**src/rtl/layer_sched.sv**
```systemverilog
// -----------------------------------------------------------------------------
// layer_sched
// Layer sequencer for the accelerator. Walks a programmable table of layer
// descriptors and launches one compute engine (conv, pool or fc) per layer.
// It holds that engine's enable until the engine reports done, and a watchdog
// bounds each layer. It also owns the single DRAM port and routes the active
// engine's request signals onto it.
//
// Ports:
//   clk, srstn            clock, asynchronous active-low reset
//   start                 one-cycle pulse that begins the table walk
//   cfg_we/idx/type       descriptor table write port (ignored while busy)
//   en_eng / done_eng     per-engine enable (one-hot or zero) / done flags
//   eng_*                 per-engine DRAM request buses, slice k = engine k
//   dram_*                DRAM request port driven by the active engine
//   busy, done, err       walk in progress, completion pulse, sticky watchdog
//   cur_layer             index of the layer in progress
// -----------------------------------------------------------------------------
module layer_sched #(
    parameter int DATA_WIDTH = 32,
    parameter int ADDR_WIDTH = 18,
    parameter int MAX_LAYERS = 8,
    parameter int IDX_WIDTH  = 3,
    parameter int TIMEOUT    = 2**20
) (
    input  logic                    clk,
    input  logic                    srstn,
    input  logic                    start,
    input  logic                    cfg_we,
    input  logic [IDX_WIDTH-1:0]    cfg_idx,
    input  logic [1:0]              cfg_type,
    output logic [2:0]              en_eng,
    input  logic [2:0]              done_eng,
    input  logic [3*ADDR_WIDTH-1:0] eng_addr_rd,
    input  logic [3*ADDR_WIDTH-1:0] eng_addr_wr,
    input  logic [3*DATA_WIDTH-1:0] eng_wdata,
    input  logic [2:0]              eng_en_rd,
    input  logic [2:0]              eng_en_wr,
    output logic [ADDR_WIDTH-1:0]   dram_addr_rd,
    output logic [ADDR_WIDTH-1:0]   dram_addr_wr,
    output logic [DATA_WIDTH-1:0]   dram_wdata,
    output logic                    dram_en_rd,
    output logic                    dram_en_wr,
    output logic                    busy,
    output logic                    done,
    output logic                    err,
    output logic [IDX_WIDTH-1:0]    cur_layer
);

    typedef enum logic [1:0] {IDLE, RUN, GAP, FIN} state_t;

    localparam int             CW       = $clog2(TIMEOUT) + 1;
    localparam logic [1:0]     T_END    = 2'd3;
    localparam logic [CW-1:0]  WD_LAST  = CW'(TIMEOUT - 1);
    localparam logic [IDX_WIDTH-1:0] LAST_IDX = IDX_WIDTH'(MAX_LAYERS - 1);

    state_t                 state_q;
    logic [1:0]             tbl_q [MAX_LAYERS];
    logic [2:0]             en_q;
    logic                   busy_q;
    logic                   done_q;
    logic                   err_q;
    logic [IDX_WIDTH-1:0]   curLayer_q;
    logic [CW-1:0]          wdCnt_q;

    logic [IDX_WIDTH-1:0]   nxtIdx_d;
    logic [1:0]             nxtType_d;
    logic                   activeDone_d;

    function automatic logic [2:0] onehot(input logic [1:0] t);
        case (t)
            2'd0:    return 3'b001;
            2'd1:    return 3'b010;
            2'd2:    return 3'b100;
            default: return 3'b000;
        endcase
    endfunction

    // The last table slot is treated as followed by END so the walk never
    // reads past the table and cur_layer never wraps.
    always_comb begin
        nxtIdx_d  = curLayer_q + 1'b1;
        nxtType_d = (curLayer_q == LAST_IDX) ? T_END : tbl_q[nxtIdx_d];
    end

    // Masking with the registered enable means only the active engine's done
    // flag can end a layer.
    assign activeDone_d = |(done_eng & en_q);

    // Descriptor table; frozen while a walk is in progress.
    always_ff @(posedge clk or negedge srstn) begin
        if (!srstn) begin
            for (int i = 0; i < MAX_LAYERS; i++) begin
                tbl_q[i] <= T_END;
            end
        end else if (cfg_we && !busy_q) begin
            tbl_q[cfg_idx] <= cfg_type;
        end
    end

    // Sequencer FSM with registered outputs.
    always_ff @(posedge clk or negedge srstn) begin
        if (!srstn) begin
            state_q    <= IDLE;
            en_q       <= 3'b000;
            busy_q     <= 1'b0;
            done_q     <= 1'b0;
            err_q      <= 1'b0;
            curLayer_q <= '0;
            wdCnt_q    <= '0;
        end else begin
            done_q <= 1'b0;
            case (state_q)
                IDLE: begin
                    if (start) begin
                        busy_q  <= 1'b1;
                        err_q   <= 1'b0;
                        wdCnt_q <= '0;
                        if (tbl_q[0] != T_END) begin
                            curLayer_q <= '0;
                            en_q       <= onehot(tbl_q[0]);
                            state_q    <= RUN;
                        end else begin
                            state_q <= FIN;
                        end
                    end
                end
                RUN: begin
                    // A done arriving on the final watchdog cycle still wins.
                    if (activeDone_d) begin
                        en_q    <= 3'b000;
                        wdCnt_q <= '0;
                        state_q <= GAP;
                    end else if (wdCnt_q == WD_LAST) begin
                        en_q    <= 3'b000;
                        err_q   <= 1'b1;
                        wdCnt_q <= '0;
                        state_q <= FIN;
                    end else begin
                        wdCnt_q <= wdCnt_q + 1'b1;
                    end
                end
                GAP: begin
                    if (nxtType_d == T_END) begin
                        state_q <= FIN;
                    end else begin
                        curLayer_q <= nxtIdx_d;
                        en_q       <= onehot(nxtType_d);
                        state_q    <= RUN;
                    end
                end
                FIN: begin
                    done_q  <= 1'b1;
                    busy_q  <= 1'b0;
                    state_q <= IDLE;
                end
                default: state_q <= IDLE;
            endcase
        end
    end

    // DRAM port follows the registered enable, so nothing leaks in GAP/IDLE.
    always_comb begin
        dram_addr_rd = '0;
        dram_addr_wr = '0;
        dram_wdata   = '0;
        dram_en_rd   = 1'b0;
        dram_en_wr   = 1'b0;
        for (int k = 0; k < 3; k++) begin
            if (en_q == 3'(1 << k)) begin
                dram_addr_rd = eng_addr_rd[k*ADDR_WIDTH +: ADDR_WIDTH];
                dram_addr_wr = eng_addr_wr[k*ADDR_WIDTH +: ADDR_WIDTH];
                dram_wdata   = eng_wdata[k*DATA_WIDTH +: DATA_WIDTH];
                dram_en_rd   = eng_en_rd[k];
                dram_en_wr   = eng_en_wr[k];
            end
        end
    end

    assign en_eng    = en_q;
    assign busy      = busy_q;
    assign done      = done_q;
    assign err       = err_q;
    assign cur_layer = curLayer_q;

endmodule

```
**config.mk**
```make
export PLATFORM = sky130hd
export DESIGN_NAME = layer_sched
export DESIGN_NICKNAME = d
export VERILOG_FILES = /design/src/rtl/layer_sched.sv
export SDC_FILE = /design/constraint.sdc
export NUM_CORES = 1
export LEC_CHECK = 0
export BUFFER_PORTS_ARGS = -buffer_cell sky130_fd_sc_hd__buf_4
export CELL_PAD_IN_SITES_DETAIL_PLACEMENT = 1
export CELL_PAD_IN_SITES_GLOBAL_PLACEMENT = 1
export CORE_UTILIZATION = 24
export CTS_CLUSTER_SIZE = 30
export DETAILED_ROUTE_END_ITERATION = 12
export PLACE_DENSITY = 0.77
export SETUP_SLACK_MARGIN = 0.05
export SLEW_MARGIN = 20
export SYNTH_ARGS = -nofsm -noshare
export SYNTH_HDL_FRONTEND = slang
export SYNTH_SLANG_ARGS = --single-unit
```
**constraint.sdc**
```tcl
create_clock -name clk -period 2.3 [get_ports clk]
set_input_delay 0.345 -clock clk [delete_from_list [all_inputs] [get_ports clk]]
set_output_delay 0.345 -clock clk [all_outputs]
set_load 0.05 [all_outputs]
```
==> impl_metrics.ini, run 1 <==
[clock_network]
clk_latency_ns = 0.29
cts_htree_levels = 2
clock-sinks = 48
cts-buffers-inserted = 5
clk_pin_slew_worst_paths_ns = 0.07
root_buffer = sky130_fd_sc_hd__clkbuf_16
ctsLongestPathBuffers = 2
tritoncts = done
postCtsHoldBufs = 0

[sta]
layout_setup_ws_ns = -0.2255
timing_max_transition_violations_final = 0
timing_hold_violations_final = 0
final-setup-viol-count = 7
min_period_over_period = 1.098
period_minus_slack_ns = 2.526
fin_setup_tns_ns = -1.282
slew_headroom = 0.5938
rsz0062_at_grt = true
fmax_mhz = 396.0
worstMarginPinSlew_ns = 0.6093
final.setup_skew_ns = 0.005256

[die]
dieHeight_um = 129.4
core_area_um2 = 15890
io_pins = 301
initial_utilization = 0.2453
die_width_um = 129.4
row_count = 46
design.die.area_um2 = 16750

[place]
buffer_ports.inserted = 300
gpl.final_weighted_congestion = 0.8812
detailedPlacementHpwl_mm = 14.62

[global_routing]
grtUsageTotal = 0.2099
wire_length_of_the_first_global_routing_pass_mm = 27.69
grt_antenna_before_repair = 0
overflow = 0
grt_start_max_net_pins = 72
grt_pass1_vias = 5187

[worst_setup_path]
criticalPathCategory = reg -> reg
worst-endpoint-required_ns = 2.50
critical_path.n_buffers_inverters = 0
worst_ep_arrival_time_ns = 2.72
worstSetupEndpointType = flop
timing.critical_path.fanout_max = 5
cp-start-kind = flop
path_cells = ha_4 > mux4_2 > mux2i_4 > nor2_4 > or4b_4 > mux2i_2
cp_slowest_stage_delay_ns = 0.56
top_family_by_delay_on_critical_path = multiplexers
slowest_stage = sky130_fd_sc_hd__or4b_4

[synthesis]
async_reset_ff_frac = 1.000
synth.distinct_cells = 48
synth.cell_area_um2 = 3896
yosysSeqAreaShare = 0.3134
synth-edff-count = 0
synth_area_per_cell_um2 = 8.017
ys_dominant_reg_cell = sky130_fd_sc_hd__dfrtp_1
synth.yosys.warnings = 0
yosys_register_bits = 48
syn-num-nets = 715
postSynthCellCount = 486

[layout]
drive_above_1_share = 0.5845
layout.cells.most_common = sky130_fd_sc_hd__buf_4
fillCellCount = 1895
most-common-layout-cells = sky130_fd_sc_hd__buf_4, sky130_fd_sc_hd__nand2_1, sky130_fd_sc_hd__a22oi_1
insertedDiodeCount = 0
areaGrowthSynthToFinish_pct = 79.26
fin_nets = 1003
register_area_um2 = 1230
area_taken_by_multi_input_logic_gates_um2 = 2825

[power_and_ir_drop]
sw_frac_of_total = 0.2339
seqPwrFrac = 0.453
p_total_w = 0.002204
relative_contribution_of_combinational_cells_to_total_power = 0.214
vdd.ir_drop.worst_mv = 0.3167
pwr-share-clk = 0.332
internal_power_w = 0.001689
leakage_nw = 3.176
power.net_switching_w = 0.0005154
cellPowerDensity_nw_per_um2 = 315.6

[flow_run]
maximum_capacitance_violations = 0

[routing]
total_via_count_after_detailed_routing = 5010
routed_wl_mm = 18.47
route.detailed.drc = 0
avgRoutedWirePerCell_um = 18.64
remaining_antenna_violation_count_after_routing = 0
route.detailed.vias_per_inst = 5.055
first_iter_violations = 229
dr.pass1.iters = 4

[run_status]
violations_in_the_final_reports = negative setup slack
status = finished, violations left

[worst_hold_path]
worstHoldPathType = in -> async
what timing repair did:
action	4_1_cts	5_1_grt
gates resized for setup	5	2
setup endpoints to repair	24	26
pin swaps	0	1
buffers inserted	1	1
power by group through the flow:
stage | combinational [W] | sequential, W | clock, W
after floorplan | 0.000123 | 0.000991 | 0
after global placement | 0.000438 | 0.00101 | 0
after detailed placement | 0.000457 | 0.00102 | 0
after CTS | 0.000465 | 0.00100 | 0.000748
after global routing | 0.000508 | 0.00101 | 0.000778
final | 0.000473 | 0.000999 | 0.000732
synthesized netlist by cell type (all sizes together) (4+ instances only):
cell	instances	area, um2
nor2b	5	31.28
nand2	91	341.6
dfrtp	32	800.8
clkbuf	35	131.4
xor2	10	87.58
nand4	9	56.30
a21oi	7	35.03
and3	7	43.79
a22oi	70	525.5
dfstp	16	420.4
buf	4	32.53
mux2	21	236.5
o21ai	77	385.4
inv	6	22.52
nand3	10	50.05
mux2i	6	67.57
mux4	4	105.1
nor3b	4	30.03
ha	7	87.58
nor2	28	107.6
kinds of logic (layout without fill, tap and decap cells):
logic type	Yosys count	in the layout	share of synthesized area
AOI/OAI and AO/OA	171	171	0.2771
adders and majority gates	7	7	0.02248
DFF	48	48	0.3134
muxes	31	31	0.1050
buffers and inverters	45	334	0.04785
xor gates and xnor gates	13	13	0.02922
and+or+nand+nor	171	171	0.2049
per-layer routing:
metal  wire length [um]  vias to the layer above  track usage
li1                   -                     2380            -
met1               7237                     2455       0.2462
met2               9849                      147       0.3966
met3                900                       28      0.02560
met4                482                        0      0.06361
met5                  0                        -            0
final timing paths:
check	startpoint	to	slack (ns)	depth (start not counted)
setup / recovery	cur_layer[0]$_DFFE_PN0P_	cur_layer[0]$_DFFE_PN0P_	-0.23	6
hold / removal	srstn	wdCnt_q[5]$_DFFE_PN0P_	0.07	1
setup reg to reg	cur_layer[0]$_DFFE_PN0P_	cur_layer[0]$_DFFE_PN0P_	-0.23	6
hold reg to reg	wdCnt_q[1]$_DFFE_PN0P_	wdCnt_q[1]$_DFFE_PN0P_	0.51	2
max in group asynchronous	srstn	en_eng[1]$_DFFE_PN0P_	1.76	1
min in group clk	cfg_type[1]	tbl_q[5]$_DFFE_PN1P_	0.36	2
flip-flops by register name, summed over array words and instances (netlist names):
signal and cells:
state_q 2, busy 1, en_eng 3, err 1, tbl_q 16, done 1
cur_layer 3, wdCnt_q 21
area by class of cell:
cell class                      count  share of cell area
Clock buffer                        5             0.01791
Clock inverter                      3            0.003225
Inverter                            6            0.003225
Multi-Input combinational cell    393              0.4045
Sequential cell                    48              0.1761
Tap cell                          216             0.03870
Timing Repair Buffer              320              0.3563
metrics by stage:
step	setup WS [ns]	hold slack [ns]	std cells	area, um2	util
after floorplan	-0.3366	0.04941	486	4195	-
after global placement	-0.1058	0.3906	981	6789	0.4274
after detailed placement	-0.3132	0.4031	981	6789	0.4274
after CTS	-0.2171	0.1002	990	6968	0.4386
after global routing	-0.3017	0.1222	991	6984	0.4397
final	-0.2255	0.07357	991	6984	0.4397
(Power assumes the default switching activity.)
==> run 2: changes to the inputs <==
Settings changed: CORE_MARGIN set to 10, MAX_ROUTING_LAYER set to met4.
==> run 2 against run 1 <==
Effect of this change:
- the flow still finishes with violations (negative setup slack)
- clock skew up 0.00071 ns
- setup slack better by 0.034 ns
- hold slack better by 0.0044 ns
- power up 5.0%
- via count grew 2.1%
- wire length increased by 23%
- count of clock-buffer cells in the layout rose by 2
- combinational power increased by 1%
- critical endpoint is now cur_layer[2]$_DFFE_PN0P_
- largest cell class unchanged
- largest power group unchanged
==> impl_metrics.ini, run 2 (same netlist as run 1, synthesis figures left out) <==
[layout]
most-common-layout-cells = sky130_fd_sc_hd__buf_4, sky130_fd_sc_hd__nand2_1, sky130_fd_sc_hd__a22oi_1
areaGrowthSynthToFinish_pct = 80.67
largest_register_ffs = 21
fin_nets = 1005
biggestRegsByFlops = wdCnt_q: 21 flops, tbl_q: 16 flops
fillCellCount = 1929
final-instance-count-excl-fill = 995
drive_above_1_share = 0.5894
top_register = wdCnt_q
layout.cells.most_common = sky130_fd_sc_hd__buf_4

[place]
gpl.final_weighted_congestion = 0.8845
detailedPlace.worstSlack_ns = -0.2435
buffer_ports.inserted = 300
dp_cell_count = 981
detailedPlacementHpwl_mm = 18.40

[worst_setup_path]
startpoint = cur_layer[0]$_DFFE_PN0P_
flop2flop_setup_slack_ns = -0.19
timing.critical_path.depth = 6
worstRegToRegCells = 6
critical_path.n_buffers_inverters = 0
top_family_by_delay_on_critical_path = multiplexers
criticalPathCategory = reg -> reg
worstReg2RegStart = cur_layer[0]$_DFFE_PN0P_
worst_setup_path_endpoint = cur_layer[2]$_DFFE_PN0P_
slowest_stage = sky130_fd_sc_hd__or4b_4
worst-endpoint-required_ns = 2.50
timing.critical_path.fanout_max = 5
cp_slowest_stage_delay_ns = 0.56
cp-start-kind = flop
r2r_end = cur_layer[2]$_DFFE_PN0P_
worstSetupEndpointType = flop
worst_ep_arrival_time_ns = 2.70
path_cells = ha_4 > mux4_2 > mux2i_4 > nor2_2 > or4b_4 > mux2i_2

[power_and_ir_drop]
p_total_w = 0.002314
leakage_nw = 3.199
vdd.ir_drop.worst_mv = 0.4874
cellPowerDensity_nw_per_um2 = 328.8

[routing]
dr.pass1.iters = 5
first_iter_violations = 255
total_via_count_after_detailed_routing = 5116
route.detailed.drc = 0
avgRoutedWirePerCell_um = 22.86
remaining_antenna_violation_count_after_routing = 0
route.detailed.vias_per_inst = 5.142
routed_wl_mm = 22.75

[die]
row_count = 46
design.die.area_um2 = 21730
initial_utilization = 0.2453
core_area_um2 = 15890
dieHeight_um = 147.4
die_width_um = 147.4
io_pins = 301

[run_status]
violations_in_the_final_reports = negative setup slack
status = finished, violations left

[sta]
slew_headroom = 0.5758
rsz0062_at_grt = true
period_minus_slack_ns = 2.492
hold-worst-slack_ns = 0.07800
final-setup-viol-count = 7
worstMarginPinSlew_ns = 0.6363
timing_max_transition_violations_final = 0
fmax_mhz = 401.3
final.setup_skew_ns = 0.005971
layout_setup_ws_ns = -0.1917
timing_hold_violations_final = 0
min_period_over_period = 1.083

[global_routing]
overflow = 0
grt_pass1_vias = 5536
grt_start_max_net_pins = 72
grtUsageTotal = 0.2039
wire_length_of_the_first_global_routing_pass_mm = 34.37
grt_antenna_before_repair = 2

[flow_run]
maximum_capacitance_violations = 0

[clock_network]
cts-buffers-inserted = 5
tritoncts = done
postCtsHoldBufs = 0
clk_pin_slew_worst_paths_ns = 0.07
ctsLongestPathBuffers = 2
root_buffer = sky130_fd_sc_hd__clkbuf_16
cts_htree_levels = 2
clock-sinks = 48
clk_latency_ns = 0.29

[worst_hold_path]
worstHoldPathType = in -> async
[run 2: cell count changes in the layout (fill, tap and decap cells not counted), sizes merged]
| cell | delta |
|---|---|
| buf | +2 |
| clkbuf | +2 |
| clkinv | -1 |
| diode | +2 |
| inv | -1 |
[run 2: what timing repair did]
item,4_1_cts,5_1_grt
cloned,1,0
pin swaps,1,2
gates resized for setup,3,4
buffers inserted,2,1
setup endpoints to repair,56,67
[run 2: how the worst min path moves through the flow]
stage               slack (ns)   from                 endpoint  cells after the start
floorplan                 0.05  srstn         busy$_DFFE_PN0P_                      0
global placement          0.39  srstn   wdCnt_q[7]$_DFFE_PN0P_                      1
detailed placement        0.41  srstn   wdCnt_q[9]$_DFFE_PN0P_                      1
CTS                       0.09  srstn  wdCnt_q[10]$_DFFE_PN0P_                      1
global route              0.12  srstn   wdCnt_q[1]$_DFFE_PN0P_                      1
finish                    0.08  srstn  wdCnt_q[10]$_DFFE_PN0P_                      1
[run 2: metal layers]
layer | wire length, um | part of all wire | global-route usage | vias up
li1 | - | - | - | 2383
met1 | 8734 | 0.38 | 0.2221 | 2521
met2 | 12490 | 0.55 | 0.3760 | 180
met3 | 908 | 0.040 | 0.02961 | 32
met4 | 615 | 0.027 | 0.05946 | 0
met5 | 0 | 0 | - | -
[run 2: power breakdown]
group          switching (W)  leakage (nW)  internal (W)
Combinational       0.000141          2.53      0.000338
Sequential         0.0000543         0.581      0.000953
Clock               0.000328        0.0853      0.000501
[run 2: per-stage QoR]
stage / instance area (um2) / TNS, ns / utilization
floorplan: 4195 / -2.520 / -
global placement: 6789 / -0.3850 / 0.4274
detailed placement: 6789 / -1.136 / 0.4274
CTS: 7025 / -0.8073 / 0.4423
global route: 7039 / -1.325 / 0.4431
finish: 7039 / -0.7151 / 0.4431
[run 2: layout make-up]
class	count	area [um2]	area share
repair buffers	322	2512	0.3569
inverters	6	22.52	0.003199
well taps	216	270.3	0.03839
clock inverters	1	8.758	0.001244
flip-flops and latches	48	1232	0.1751
clock buffers	7	163.9	0.02328
multi-input cells	393	2824	0.4012
diodes	2	5.005	0.0007110
==> run 3: changes to the inputs <==
Settings changed: CORE_ASPECT_RATIO set to 2.
==> run 3 against run 2 <==
Effect of this change:
- the run still ends with negative setup slack left
- die area up 1.4%
- utilization grew 1.8 points
- setup slack better by 0.045 ns
- clock skew increased by 0.0024 ns
- clock power decreased by 7.2%
- first-iteration DRC count decreased by 16%
- via count up 2.2%
- cell count up 0.30%
==> impl_metrics.ini, run 3 (same netlist as run 1, synthesis figures left out) <==
[power_and_ir_drop]
leakage_nw = 3.352
seqPwrFrac = 0.447
relative_contribution_of_combinational_cells_to_total_power = 0.211
power.net_switching_w = 0.0005512
sw_frac_of_total = 0.2456
vdd.ir_drop.worst_mv = 0.3331
cellPowerDensity_nw_per_um2 = 306.6
internal_power_w = 0.001693
pwr-share-clk = 0.342

[flow_run]
maximum_capacitance_violations = 0

[worst_setup_path]
timing.critical_path.fanout_max = 5
worstReg2RegStart = cur_layer[0]$_DFFE_PN0P_
path_cells = ha_4 > mux4_2 > mux2i_4 > nor2_2 > or4b_4 > mux2i_1
r2r_end = cur_layer[2]$_DFFE_PN0P_
worst-endpoint-required_ns = 2.48
worstRegToRegCells = 6
flop2flop_setup_slack_ns = -0.15
worst_ep_arrival_time_ns = 2.63
cp-start-kind = flop
slowest_stage = sky130_fd_sc_hd__or4b_4
cp_slowest_stage_delay_ns = 0.56
criticalPathCategory = reg -> reg
worstSetupEndpointType = flop

[clock_network]
clock-sinks = 48
cts_htree_levels = 2
ctsLongestPathBuffers = 2
clk_latency_ns = 0.30
clk_pin_slew_worst_paths_ns = 0.07
cts-buffers-inserted = 5
postCtsHoldBufs = 0
tritoncts = done
root_buffer = sky130_fd_sc_hd__clkbuf_16

[layout]
most-common-layout-cells = sky130_fd_sc_hd__buf_4, sky130_fd_sc_hd__nand2_1, sky130_fd_sc_hd__a22oi_1
area_taken_by_multi_input_logic_gates_um2 = 2856
insertedDiodeCount = 0
top_register = wdCnt_q
register_area_um2 = 1232
layout.cells.most_common = sky130_fd_sc_hd__buf_4
drive_above_1_share = 0.6048
fin_nets = 1025
largest_register_ffs = 21
finish.instance_area_um2 = 7321
areaGrowthSynthToFinish_pct = 87.89
biggestRegsByFlops = wdCnt_q: 21 flops, tbl_q: 16 flops
fillCellCount = 1917

[routing]
avgRoutedWirePerCell_um = 23.71
remaining_antenna_violation_count_after_routing = 0
total_via_count_after_detailed_routing = 5228
first_iter_violations = 213
route.detailed.drc = 0
routed_wl_mm = 23.66
dr.pass1.iters = 4
route.detailed.vias_per_inst = 5.238

[die]
io_pins = 301
dieHeight_um = 200.2
initial_utilization = 0.2457
row_count = 65
core_area_um2 = 15860
design.die.area_um2 = 22040
die_width_um = 110.1

[place]
placedInstanceArea_um2 = 6775
gpl.final_weighted_congestion = 0.8980
detailedPlacementHpwl_mm = 18.20
buffer_ports.inserted = 300

[sta]
layout_setup_ws_ns = -0.1465
fmax_mhz = 408.7
hold-worst-slack_ns = 0.05794
worstMarginPinSlew_ns = 0.7521
rsz0062_at_grt = true
slew_headroom = 0.4986
timing_hold_violations_final = 0
timing_max_transition_violations_final = 0
final.setup_skew_ns = 0.008355
min_period_over_period = 1.064
period_minus_slack_ns = 2.447
final-setup-viol-count = 40

[global_routing]
grtUsageTotal = 0.2030
wire_length_of_the_first_global_routing_pass_mm = 33.96
grt_pass1_vias = 5962
grt_start_max_net_pins = 60
overflow = 0
grt_antenna_before_repair = 0

[worst_hold_path]
worstHoldPathType = in -> async

[run_status]
status = finished, violations left
violations_in_the_final_reports = negative setup slack
## run 3: cell count changes in the layout (fill, tap and decap cells not counted), sizes merged
cell / delta
buf: +17
inv: +3
diode: -2
bufbuf: +1
clkinv: -1
## run 3: worst max-delay path, delay by kind of cell, from the launching register on
kind	cells	cell delay, ns
simple gates	2	0.65
mux	3	0.88
fa+ha+maj	1	0.32
flops	1	0.49
## run 3: worst max-delay path by stage
stage,from,to,slack (ns),cells after the start
after floorplan,cur_layer[0]$_DFFE_PN0P_,cur_layer[0]$_DFFE_PN0P_,-0.34,8
after global placement,cur_layer[0]$_DFFE_PN0P_,cur_layer[0]$_DFFE_PN0P_,-0.12,7
after detailed placement,cur_layer[0]$_DFFE_PN0P_,cur_layer[1]$_DFFE_PN0P_,-0.19,7
after CTS,cur_layer[0]$_DFFE_PN0P_,cur_layer[2]$_DFFE_PN0P_,-0.14,6
after global routing,cur_layer[0]$_DFFE_PN0P_,cur_layer[0]$_DFFE_PN0P_,-0.21,6
final,cur_layer[0]$_DFFE_PN0P_,cur_layer[2]$_DFFE_PN0P_,-0.15,6
## run 3: through the flow
| step | TNS (ns) | utilization | setup WS [ns] | power [W] | instances |
|---|---|---|---|---|---|
| after floorplan | -2.520 | - | -0.3366 | 0.001114 | 486 |
| after global routing | -5.271 | 0.4616 | -0.2131 | 0.002341 | 998 |
| after CTS | -2.667 | 0.4523 | -0.1413 | 0.002268 | 993 |
| after detailed placement | -1.141 | 0.4272 | -0.1932 | 0.001480 | 970 |
| final | -1.174 | 0.4616 | -0.1465 | 0.002245 | 998 |
| after global placement | -0.6414 | 0.4272 | -0.1168 | 0.001455 | 970 |
## run 3: cell type report
| cell class | count | area share |
|---|---|---|
| Multi-Input combinational cell | 393 | 0.3902 |
| Timing Repair Buffer | 342 | 0.3837 |
| Sequential cell | 48 | 0.1683 |
| Tap cell | 201 | 0.03435 |
| Clock buffer | 5 | 0.01709 |
| Clock inverter | 3 | 0.003247 |
| Inverter | 6 | 0.003076 |
## run 3: metal layers
metal | wire (um) | part of all wire | vias to the layer above | track usage
li1 | - | - | 2419 | -
met2 | 13060 | 0.55 | 245 | 0.3833
met3 | 1791 | 0.076 | 46 | 0.03983
met5 | 0 | 0 | - | -
met1 | 7822 | 0.33 | 2518 | 0.1853
met4 | 986 | 0.042 | 0 | 0.08764
## run 3: timing repair
item                                    in CTS  in global routing
endpoints found under the setup margin      72                 84
gates cloned                                 3                  2
pin swaps                                    3                  5
setup buffers                               12                  3
hold endpoints to repair                     0                  0
resized for setup                           14                 15
## run 3: power by group through the flow
stage | clock network, W | registers, W | logic (W)
floorplan | 0 | 0.000991 | 0.000123
global placement | 0 | 0.00101 | 0.000440
detailed placement | 0 | 0.00102 | 0.000460
CTS | 0.000790 | 0.00100 | 0.000475
global route | 0.000823 | 0.00101 | 0.000507
finish | 0.000769 | 0.00100 | 0.000473
